## src/rtl/accel_pkg.sv

```systemverilog
// Shared types and register map for the accelerator control block.
package accel_pkg;

  typedef enum logic [1:0] {
    IDLE   = 2'd0,
    LAUNCH = 2'd1,
    RUN    = 2'd2,
    ABORT  = 2'd3
  } fsm_state_e;

  localparam logic [7:0] ADR_CTRL   = 8'h00;
  localparam logic [7:0] ADR_STATUS = 8'h04;
  localparam logic [7:0] ADR_KEY0   = 8'h10;
  localparam logic [7:0] ADR_DIN0   = 8'h20;
  localparam logic [7:0] ADR_DOUT0  = 8'h30;
  localparam logic [7:0] ADR_CYCLES = 8'h40;
  localparam logic [7:0] ADR_ID     = 8'h44;

  localparam int CTRL_START  = 0;
  localparam int CTRL_MODE   = 1;
  localparam int CTRL_IRQ_EN = 2;
  localparam int CTRL_ABORT  = 3;

  localparam int ST_BUSY    = 0;
  localparam int ST_DONE    = 1;
  localparam int ST_TIMEOUT = 2;
  localparam int ST_ERR     = 3;

  localparam logic [31:0] ID_VALUE_DEF = 32'hACC0_0001;

endpackage

```

## src/rtl/accel_regfile.sv

```systemverilog
// Register storage for the accelerator: CTRL/STATUS/KEY/DIN/DOUT/CYCLES/ID,
// sticky W1C status flags, busy write protection and a combinational read mux.
module accel_regfile
  import accel_pkg::*;
#(
  parameter int          CNT_W    = 16,
  parameter logic [31:0] ID_VALUE = ID_VALUE_DEF
) (
  input  logic             clk,
  input  logic             rst_ni,
  input  logic [7:0]       i_adr,
  input  logic [31:0]      i_wdata,
  input  logic             i_we,
  input  logic             i_re,
  output logic [31:0]      o_rdata,
  input  logic             i_busy,
  input  logic             i_done_evt,
  input  logic             i_to_evt,
  input  logic             i_cyc_we,
  input  logic [CNT_W-1:0] i_cyc_val,
  input  logic [127:0]     i_dout,
  output logic             o_start_req,
  output logic             o_abort_req,
  output logic             o_mode,
  output logic [127:0]     o_key,
  output logic [127:0]     o_din,
  output logic             o_irq
);

  localparam logic [5:0] W_CTRL   = ADR_CTRL[7:2];
  localparam logic [5:0] W_STATUS = ADR_STATUS[7:2];
  localparam logic [5:0] W_CYCLES = ADR_CYCLES[7:2];
  localparam logic [5:0] W_ID     = ADR_ID[7:2];
  localparam logic [3:0] R_KEY    = ADR_KEY0[7:4];
  localparam logic [3:0] R_DIN    = ADR_DIN0[7:4];
  localparam logic [3:0] R_DOUT   = ADR_DOUT0[7:4];

  logic [3:0][31:0] r_key;
  logic [3:0][31:0] r_din;
  logic [3:0][31:0] r_dout;
  logic [CNT_W-1:0] r_cycles;
  logic             r_mode;
  logic             r_irq_en;
  logic             r_done;
  logic             r_timeout;
  logic             r_err;
  logic             r_irq;

  logic [5:0] w_word;
  logic [1:0] w_idx;
  logic       w_wr_ctrl;
  logic       w_wr_status;
  logic       w_wr_key;
  logic       w_wr_din;
  logic       w_err_set;
  logic       w_irq_en_nx;
  logic       w_done_nx;
  logic       w_to_nx;
  logic       w_err_nx;
  logic       w_unused;

  assign w_word      = i_adr[7:2];
  assign w_idx       = i_adr[3:2];
  assign w_wr_ctrl   = i_we && (w_word == W_CTRL);
  assign w_wr_status = i_we && (w_word == W_STATUS);
  assign w_wr_key    = i_we && (i_adr[7:4] == R_KEY);
  assign w_wr_din    = i_we && (i_adr[7:4] == R_DIN);
  assign w_unused    = ^{i_re, i_adr[1:0]};

  // A CTRL write while busy is only an error if it tries to start or flip MODE.
  assign w_err_set = i_busy && (w_wr_key || w_wr_din ||
                     (w_wr_ctrl && (i_wdata[CTRL_START] || (i_wdata[CTRL_MODE] != r_mode))));

  assign o_start_req = w_wr_ctrl && i_wdata[CTRL_START] && !i_busy;
  assign o_abort_req = w_wr_ctrl && i_wdata[CTRL_ABORT];

  assign w_irq_en_nx = w_wr_ctrl ? i_wdata[CTRL_IRQ_EN] : r_irq_en;
  assign w_done_nx   = (r_done    && !(w_wr_status && i_wdata[ST_DONE]))    || i_done_evt;
  assign w_to_nx     = (r_timeout && !(w_wr_status && i_wdata[ST_TIMEOUT])) || i_to_evt;
  assign w_err_nx    = (r_err     && !(w_wr_status && i_wdata[ST_ERR]))     || w_err_set;

  always_ff @(posedge clk or negedge rst_ni) begin
    if (!rst_ni) begin
      r_key     <= '0;
      r_din     <= '0;
      r_dout    <= '0;
      r_cycles  <= '0;
      r_mode    <= 1'b0;
      r_irq_en  <= 1'b0;
      r_done    <= 1'b0;
      r_timeout <= 1'b0;
      r_err     <= 1'b0;
      r_irq     <= 1'b0;
    end else begin
      r_irq_en <= w_irq_en_nx;
      if (w_wr_ctrl && !i_busy) r_mode <= i_wdata[CTRL_MODE];
      if (w_wr_key && !i_busy) r_key[w_idx] <= i_wdata;
      if (w_wr_din && !i_busy) r_din[w_idx] <= i_wdata;
      if (i_done_evt) r_dout <= i_dout;
      if (i_cyc_we) r_cycles <= i_cyc_val;
      r_done    <= w_done_nx;
      r_timeout <= w_to_nx;
      r_err     <= w_err_nx;
      r_irq     <= w_irq_en_nx && (w_done_nx || w_to_nx);
    end
  end

  always_comb begin
    o_rdata = '0;
    case (w_word)
      W_CTRL: begin
        o_rdata[CTRL_MODE]   = r_mode;
        o_rdata[CTRL_IRQ_EN] = r_irq_en;
      end
      W_STATUS: begin
        o_rdata[ST_BUSY]    = i_busy;
        o_rdata[ST_DONE]    = r_done;
        o_rdata[ST_TIMEOUT] = r_timeout;
        o_rdata[ST_ERR]     = r_err;
      end
      W_CYCLES: o_rdata[CNT_W-1:0] = r_cycles;
      W_ID:     o_rdata = ID_VALUE;
      default: begin
        case (i_adr[7:4])
          R_KEY:   o_rdata = r_key[w_idx];
          R_DIN:   o_rdata = r_din[w_idx];
          R_DOUT:  o_rdata = r_dout[w_idx];
          default: o_rdata = '0;
        endcase
      end
    endcase
  end

  assign o_mode = r_mode;
  assign o_key  = r_key;
  assign o_din  = r_din;
  assign o_irq  = r_irq;

endmodule

```

## src/rtl/accel_ctrl.sv

```systemverilog
// Accelerator operation sequencer: launches one block op, supervises it with a
// timeout counter and feeds completion/abort events into the register bank.
module accel_ctrl
  import accel_pkg::*;
#(
  parameter int          TIMEOUT_CYCLES = 1024,
  parameter int          CNT_W          = 16,
  parameter logic [31:0] ID_VALUE       = ID_VALUE_DEF
) (
  input  logic         clk,
  input  logic         rst_ni,
  input  logic [7:0]   reg_adr_i,
  input  logic [31:0]  reg_wdata_i,
  input  logic         reg_we_i,
  input  logic         reg_re_i,
  output logic [31:0]  reg_rdata_o,
  output logic         core_start_o,
  output logic         core_abort_o,
  output logic         core_mode_o,
  output logic [127:0] core_key_o,
  output logic [127:0] core_din_o,
  input  logic [127:0] core_dout_i,
  input  logic         core_done_i,
  output logic         irq_o
);

  fsm_state_e       r_state;
  logic [CNT_W-1:0] r_cnt;
  logic             r_start;
  logic             r_abort;

  logic [CNT_W-1:0] w_cnt_inc;
  logic [CNT_W-1:0] w_cyc_val;
  logic             w_busy;
  logic             w_run;
  logic             w_tc;
  logic             w_done_evt;
  logic             w_to_evt;
  logic             w_cyc_we;
  logic             w_start_req;
  logic             w_abort_req;

  assign w_cnt_inc  = (r_cnt == '1) ? r_cnt : r_cnt + CNT_W'(1);
  assign w_busy     = (r_state != IDLE);
  assign w_run      = (r_state == RUN);
  assign w_tc       = (r_cnt == CNT_W'(TIMEOUT_CYCLES - 1));
  assign w_done_evt = w_run && core_done_i;
  assign w_to_evt   = w_run && !core_done_i && w_tc;

  // CYCLES counts RUN cycles including the one in which the op ends.
  assign w_cyc_we  = w_done_evt || (r_state == ABORT);
  assign w_cyc_val = (r_state == ABORT) ? r_cnt : w_cnt_inc;

  always_ff @(posedge clk or negedge rst_ni) begin
    if (!rst_ni) begin
      r_state <= IDLE;
      r_cnt   <= '0;
      r_start <= 1'b0;
      r_abort <= 1'b0;
    end else begin
      r_start <= 1'b0;
      r_abort <= 1'b0;
      case (r_state)
        IDLE: begin
          if (w_start_req) begin
            r_state <= LAUNCH;
            r_start <= 1'b1;
          end
        end
        LAUNCH: begin
          r_cnt <= '0;
          if (w_abort_req) begin
            r_state <= ABORT;
            r_abort <= 1'b1;
          end else begin
            r_state <= RUN;
          end
        end
        RUN: begin
          r_cnt <= w_cnt_inc;
          if (core_done_i) begin
            r_state <= IDLE;
          end else if (w_tc || w_abort_req) begin
            r_state <= ABORT;
            r_abort <= 1'b1;
          end
        end
        ABORT:   r_state <= IDLE;
        default: r_state <= IDLE;
      endcase
    end
  end

  accel_regfile #(
    .CNT_W    (CNT_W),
    .ID_VALUE (ID_VALUE)
  ) u_regfile (
    .clk         (clk),
    .rst_ni      (rst_ni),
    .i_adr       (reg_adr_i),
    .i_wdata     (reg_wdata_i),
    .i_we        (reg_we_i),
    .i_re        (reg_re_i),
    .o_rdata     (reg_rdata_o),
    .i_busy      (w_busy),
    .i_done_evt  (w_done_evt),
    .i_to_evt    (w_to_evt),
    .i_cyc_we    (w_cyc_we),
    .i_cyc_val   (w_cyc_val),
    .i_dout      (core_dout_i),
    .o_start_req (w_start_req),
    .o_abort_req (w_abort_req),
    .o_mode      (core_mode_o),
    .o_key       (core_key_o),
    .o_din       (core_din_o),
    .o_irq       (irq_o)
  );

  assign core_start_o = r_start;
  assign core_abort_o = r_abort;

endmodule

```

## config.mk

```make
export PLATFORM = sky130hd
export DESIGN_NAME = accel_ctrl
export DESIGN_NICKNAME = d
export VERILOG_FILES = /design/src/rtl/accel_pkg.sv /design/src/rtl/accel_regfile.sv /design/src/rtl/accel_ctrl.sv
export SDC_FILE = /design/constraint.sdc
export NUM_CORES = 1
export LEC_CHECK = 0
export ABC_AREA = 0
export CAP_MARGIN = 20
export CORE_UTILIZATION = 46
export DETAILED_ROUTE_END_ITERATION = 6
export PLACE_DENSITY = 0.86
export SLEW_MARGIN = 30
export SYNTH_ARGS = -nofsm -noshare
export SYNTH_HDL_FRONTEND = slang
export SYNTH_HIERARCHICAL = 1
export SYNTH_SLANG_ARGS = --single-unit
```

## constraint.sdc

```tcl
create_clock -name clk -period 2.6 [get_ports clk]
set_clock_uncertainty 0.1 [all_clocks]
set_input_delay 0.52 -clock clk [delete_from_list [all_inputs] [get_ports clk]]
set_output_delay 0.52 -clock clk [all_outputs]
set_load 0.005 [all_outputs]
```

==> results of run 1 <==
-- where the power goes --
part | switching (mW) | internal (mW) | total, mW
Clock | 2.69 | 3.87 | 6.56
Sequential | 1.12 | 8.34 | 9.45
Combinational | 2.55 | 3.96 | 6.51
-- stage by stage --
step | cells | instance area (sq um)
after CTS | 2507 | 28200
final | 2521 | 28500
after global routing | 2521 | 28500
after floorplan | 1328 | 19800
after global placement | 2352 | 25900
after detailed placement | 2352 | 25900
-- synthesized netlist by cell type (all sizes together) (10+ instances only) --
library cell	count
nand2	70
buf	55
mux4	96
dfrtp	426
xnor2	10
mux2	406
nor2	19
nand2b	12
a22oi	44
clkbuf	42
nand4	10
nor3	12
nand3	22
-- cells by family (layout without fill, tap and decap cells) --
group,count (synthesis),after routing,share of synthesized area
DFF,426,426,0.539
muxes,504,504,0.341
AOI/OAI and AO/OA,90,90,0.0339
and+or+nand+nor,185,185,0.0507
adders and majority gates,6,6,0.00379
other,0,2,0
xor gates and xnor gates,12,12,0.00531
buffers and inverters,105,757,0.0262
-- path summary, 6_finish.rpt --
check | start | endpoint | slack (ns) | cells past startpoint
setup / recovery | u_regfile/o_din[99]$_DFFE_PN0P_ | reg_rdata_o[3] | -0.1 | 4
hold / removal | rst_ni | u_regfile/r_dout[5]$_DFFE_PN0P_ | 0.40 | 2
setup reg to reg | r_state[1]$_DFFE_PN0P_ | u_regfile/o_key[105]$_DFFE_PN0P_ | 0.08 | 8
hold reg to reg | u_regfile/r_dout[84]$_DFFE_PN0P_ | u_regfile/r_dout[84]$_DFFE_PN0P_ | 0.41 | 1
max in group asynchronous | rst_ni | u_regfile/o_din[11]$_DFFE_PN0P_ | 1.18 | 3
min in group clk | u_regfile/r_dout[84]$_DFFE_PN0P_ | u_regfile/r_dout[84]$_DFFE_PN0P_ | 0.41 | 1
-- repair_timing --
item,4_1_cts,5_1_grt
pin swaps,57,19
gates cloned,1,2
endpoints found under the hold margin,46,0
endpoints found under the setup margin,35,72
buffers inserted,74,11
hold buffers,1,0
gates resized for setup,211,27
-- layout make-up --
type,count,area share
well taps,539,0.0237
diodes,2,0.000176
clock inverters,13,0.00624
flip-flops and latches,426,0.375
inverters,8,0.00106
multi-input cells,797,0.314
clock buffers,66,0.0459
repair buffers,670,0.234
-- sequential cells by signal (all words and copies together) (netlist names), 2 cells and up --
name                cells
u_regfile/r_cycles     16
u_regfile/o_din       128
u_regfile/o_key       128
u_regfile/r_dout      128
r_cnt                  16
r_state                 2
-- layer usage --
metal | share of wire | wire length [um] | track usage
met1 | 0.38 | 25800 | 0.375
met2 | 0.50 | 34100 | 0.532
met3 | 0.075 | 5150 | 0.0807
met4 | 0.047 | 3230 | 0.142
met5 | 0 | 0 | 0
-- worst reg2reg max path, delay by kind of cell, from the launching register on --
| family | cells | cell delay (ns) |
|---|---|---|
| and+or+nand+nor | 3 | 0.95 |
| DFF | 1 | 0.40 |
| buffers and inverters | 3 | 0.37 |
| muxes | 1 | 0.37 |
| adders and majority gates | 1 | 0.19 |
==> results.md, run 1 <==
- Mapped Nets: 1507
- Hold Crit Class: in -> async
- Full die area: 43900 sq um
- Tcrit/Tclk final: 1.04
- Data arrival, critical path: 2.08 ns
- Buffers & Inverters on Critical Path: 1
- Crit path capture type: primary output
- Gr usage total: 0.313
- Number of synthesized flops with an enable pin: 0
- Highest fanout seen on the critical path: 3
- Most frequent cells in the layout: dfrtp_1 (426), clkdlybuf4s50_1 (422), mux2_2 (325)
- Top delay family on crit path: multiplexers
- Clk_lat worst skew: 0.57 ns
- Initial Util: 0.469
- Synthesized area per cell: 14.9 sq um
- Post-synthesis instance area: 19800 sq um
- Finish-stage setup viols: 16
- Syn-to-layout area delta: 43.8%
- Failing checks: setup timing
- PortBufs: 461
- Status: finished with violations
- TritonCTS Sinks: 426
- Register area: 10700 sq um
- Worst vdd ir: 0.803 mV
- Die Span X: 209 um
- Critical path class: reg -> out
- Area of the multi-input gates: 8940 sq um
- Initial DRC Count: 1146
- Final #Nets: 2127
- Relative slew margins: 0.622
- RSZ-0062 raised after global routing: true
- Fill count: 2844
- Global-route wire length before repair: 102000 um
- Maxcap violations: 0
- GR Overflow Total: 0
- Post-Route WL: 68300 um
- Synth async-reset ratio: 1.00
- Critical Path RT: 1.98 ns
- Yosys warning count: 6
- Initial antenna violation count: 3
- Library cells used by synthesis: 61
- Via/cell ratio: 5.87
- I/O pins: 465
- CTS tree: yes
- Final Util: 0.674
- Max Transition Viols Final: 0
- Worst path slowest cell: mux4_2
- Vias in the first global route: 16.2k
- Critical Path, Cell by Cell: mux4_2, a222oi_1, nand2_1, buf_2
- Cell taking the most area after synthesis: dfrtp_1
- Post-synthesis cell count: 1328
- Layout cell share with drive strength beyond 1: 0.412
- H-Tree Level Count: 2
- Sequential share of the synthesized area: 0.539
- Maximum clock rate: 0.371 GHz
- Slowest stage delay, CP: 0.47 ns
- Hold Slack: 0.399 ns
- TritonCTS buffer count: 45
- Final hold viol count: 0
- Placer Congestion: 0.899
- Post-route setup slack: -0.0976 ns
- Synth top area share: 0.539
- Final ANT Viol Nets: 0
- Via count: 14.8k
- Worst-Margin Slew: 0.562 ns
- DIE HEIGHT: 209 um
- Top_reg_cell synth: dfrtp_1
- Most common cell after layout, fill and taps aside: dfrtp_1
- Synth top area cells: dfrtp_1 (54%), mux2_2 (18%), mux4_2 (11%)
- Worst-path clk slew: 0.06 ns
- Max Buffers Root-to-Sink: 3
- Leak: 12.8 nW
- P per Cell Area: 791 nW/um^2
- # rows: 75
- Pin count of the biggest net entering global routing: 84
- Period minus WS final: 2.70 ns
- Detailed Routing Iterations Pass 1: 5
- Root Driver: clkbuf_16
- Sum Neg Setup Slack: -0.780 ns
- Remaining DRCs: 0
- Place WS: -0.945 ns
- Final Total Pwr: 22.5 mW
- Dpl hpwl: 46200 um
- Routed len/inst: 27.1 um
- Worst Setup Start Kind: flip-flop
- Total core area: 42200 sq um
- #FFs+latches synth: 426
No activity file was read; power rests on OpenSTA's default activity.
==> run 2, diff against run 1 <==
--- a/config.mk
+++ b/config.mk
@@ -11,2 +11,3 @@
 export DETAILED_ROUTE_END_ITERATION = 6
+export HOLD_SLACK_MARGIN = 0.03
 export PLACE_DENSITY = 0.86
--- a/constraint.sdc
+++ b/constraint.sdc
@@ -4,2 +4,2 @@
 set_output_delay 0.52 -clock clk [all_outputs]
-set_load 0.005 [all_outputs]
+set_load 0.01 [all_outputs]
==> run 2 against run 1 <==
Net effect: the run still ends with setup timing left; combinational power is 6.9% higher; clock-buffer cell count is 2 higher; total power is 1.5% higher; register-to-register slack worse by 0.03 ns; critical path depth stayed put; core utilization is 0.31 points higher; largest cell class unchanged; largest power group unchanged.
==> results.md, run 2 (synthesized netlist as in run 1, its figures left out) <==
- Vias in the first global route: 16.2k
- Register area: 10700 sq um
- TritonCTS buffer count: 46
- Worst-path clk slew: 0.06 ns
- Worst r2r path cells: 8
- Layout cell share with drive strength beyond 1: 0.417
- Initial DRC Count: 1153
- Max Transition Viols Final: 0
- # rows: 75
- Routed len/inst: 27.4 um
- Worst path slowest cell: mux4_2
- Maxcap violations: 0
- Failing checks: setup timing
- Fill count: 2792
- PortBufs: 461
- Final hold viol count: 0
- Initial Util: 0.469
- TritonCTS Sinks: 426
- Final ANT Viol Nets: 0
- Data arrival, critical path: 2.11 ns
- Post-Route WL: 69500 um
- GR Overflow Total: 0
- Detailed Routing Iterations Pass 1: 6
- Hold Slack: 0.398 ns
- Root Driver: clkbuf_16
- Placer Congestion: 0.890
- Leak: 12.9 nW
- Final #Nets: 2145
- Final Total Pwr: 22.9 mW
- Most frequent cells in the layout: dfrtp_1 (425), clkdlybuf4s50_1 (422), mux2_2 (325)
- Fin area: 28600 sq um
- Placed cells: 2351
- DIE HEIGHT: 209 um
- Worst vdd ir: 0.645 mV
- Post-route setup slack: -0.131 ns
- P per Cell Area: 799 nW/um^2
- Area of the multi-input gates: 8930 sq um
- DP Area: 25900 sq um
- Relative slew margins: 0.597
- Period minus WS final: 2.73 ns
- Gr usage total: 0.315
- I/O pins: 465
- Worst-Margin Slew: 0.600 ns
- Die Span X: 209 um
- Critical path class: reg -> out
- CTS tree: yes
- Via count: 14.8k
- Full die area: 43900 sq um
- Max Buffers Root-to-Sink: 3
- Tcrit/Tclk final: 1.05
- Via/cell ratio: 5.84
- Critical Path, Cell by Cell: mux4_2, a22oi_2, nand3_1, buf_2
- RSZ-0062 raised after global routing: true
- Hold Crit Class: in -> async
- Crit path capture type: primary output
- Syn-to-layout area delta: 44.5%
- Slowest stage delay, CP: 0.51 ns
- Worst Setup Start Kind: flip-flop
- Diodes inserted: 0
- Finish-stage setup viols: 15
- Non-Filler Instances: 2540
- Highest fanout seen on the critical path: 3
- Critical Path RT: 1.98 ns
- Status: finished with violations
- Maximum clock rate: 0.366 GHz
- Initial antenna violation count: 1
- H-Tree Level Count: 2
- Most common cell after layout, fill and taps aside: dfrtp_1
- Global-route wire length before repair: 102000 um
- Remaining DRCs: 0
- Clk_lat worst skew: 0.59 ns
- Total core area: 42200 sq um
- Pin count of the biggest net entering global routing: 65
- Dpl hpwl: 46600 um
-- run 2: cell count changes in the layout (fill, tap and decap cells not counted), sizes merged --
cell	change
clkbuf	+4
clkinvlp	+3
diode	-2
buf	+15
bufinv	-3
clkinv	+1
inv	+1
-- run 2: path summary, 6_finish.rpt --
| check | startpoint | endpoint | slack, ns |
|---|---|---|---|
| min reg2reg | u_regfile/r_dout[10]$_DFFE_PN0P_ | u_regfile/r_dout[10]$_DFFE_PN0P_ | 0.40 |
| max in group asynchronous | rst_ni | u_regfile/o_din[47]$_DFFE_PN0P_ | 1.20 |
| max reg2reg | r_state[0]$_DFFE_PN0P_ | u_regfile/o_key[110]$_DFFE_PN0P_ | 0.05 |
| max | u_regfile/o_din[125]$_DFFE_PN0P_ | reg_rdata_o[29] | -0.13 |
| min | rst_ni | u_regfile/o_din[5]$_DFFE_PN0P_ | 0.40 |
| min in group clk | u_regfile/r_dout[10]$_DFFE_PN0P_ | u_regfile/r_dout[10]$_DFFE_PN0P_ | 0.40 |
-- run 2: per-layer routing --
metal / vias up / global-route usage / wire (um)
met1: 7730 / 0.373 / 26300
li1: 6274 / - / -
met5: - / 0 / 0
met3: 161 / 0.0801 / 5130
met4: 0 / 0.154 / 3250
met2: 679 / 0.537 / 34900
-- run 2: cell type report --
| class | instances | area share |
|---|---|---|
| clock buffer | 68 | 0.0471 |
| clock inverter | 15 | 0.00420 |
| inverter | 8 | 0.00105 |
| multi-input combinational | 797 | 0.312 |
| sequential | 426 | 0.373 |
| tap | 539 | 0.0236 |
| timing repair buffer | 687 | 0.239 |
-- run 2: where the power goes --
| group | switching [mW] | total, mW | internal (mW) | leakage (nW) |
|---|---|---|---|---|
| Sequential | 1.09 | 9.43 | 8.34 | 5.58 |
| Combinational | 2.85 | 6.96 | 4.11 | 6.63 |
| Clock | 2.78 | 6.46 | 3.68 | 0.709 |
-- run 2: metrics by stage --
| step | setup TNS (ns) | worst slack, ns | util |
|---|---|---|---|
| detailed placement | -119.31 | -0.948 | 0.613 |
| floorplan | 0 | 0.00983 | - |
| finish | -0.874 | -0.131 | 0.677 |
| global route | -1.56 | -0.135 | 0.677 |
| global placement | -112.31 | -0.927 | 0.613 |
| CTS | -1.59 | -0.124 | 0.670 |
-- run 2: worst max-delay path, delay by kind of cell (launching register included) --
family | cells | cell delay, ns
muxes | 1 | 0.51
AOI/OAI and AO/OA | 1 | 0.30
and+or+nand+nor | 1 | 0.15
DFF | 1 | 0.40
buffers and inverters | 1 | 0.17
-- run 2: repair_timing --
item	4_1_cts	5_1_grt
hold endpoints to repair	46	0
cloned	4	5
setup buffers	85	14
endpoints found under the setup margin	43	188
gates resized for setup	213	29
hold buffers	1	0
pin swaps	42	23
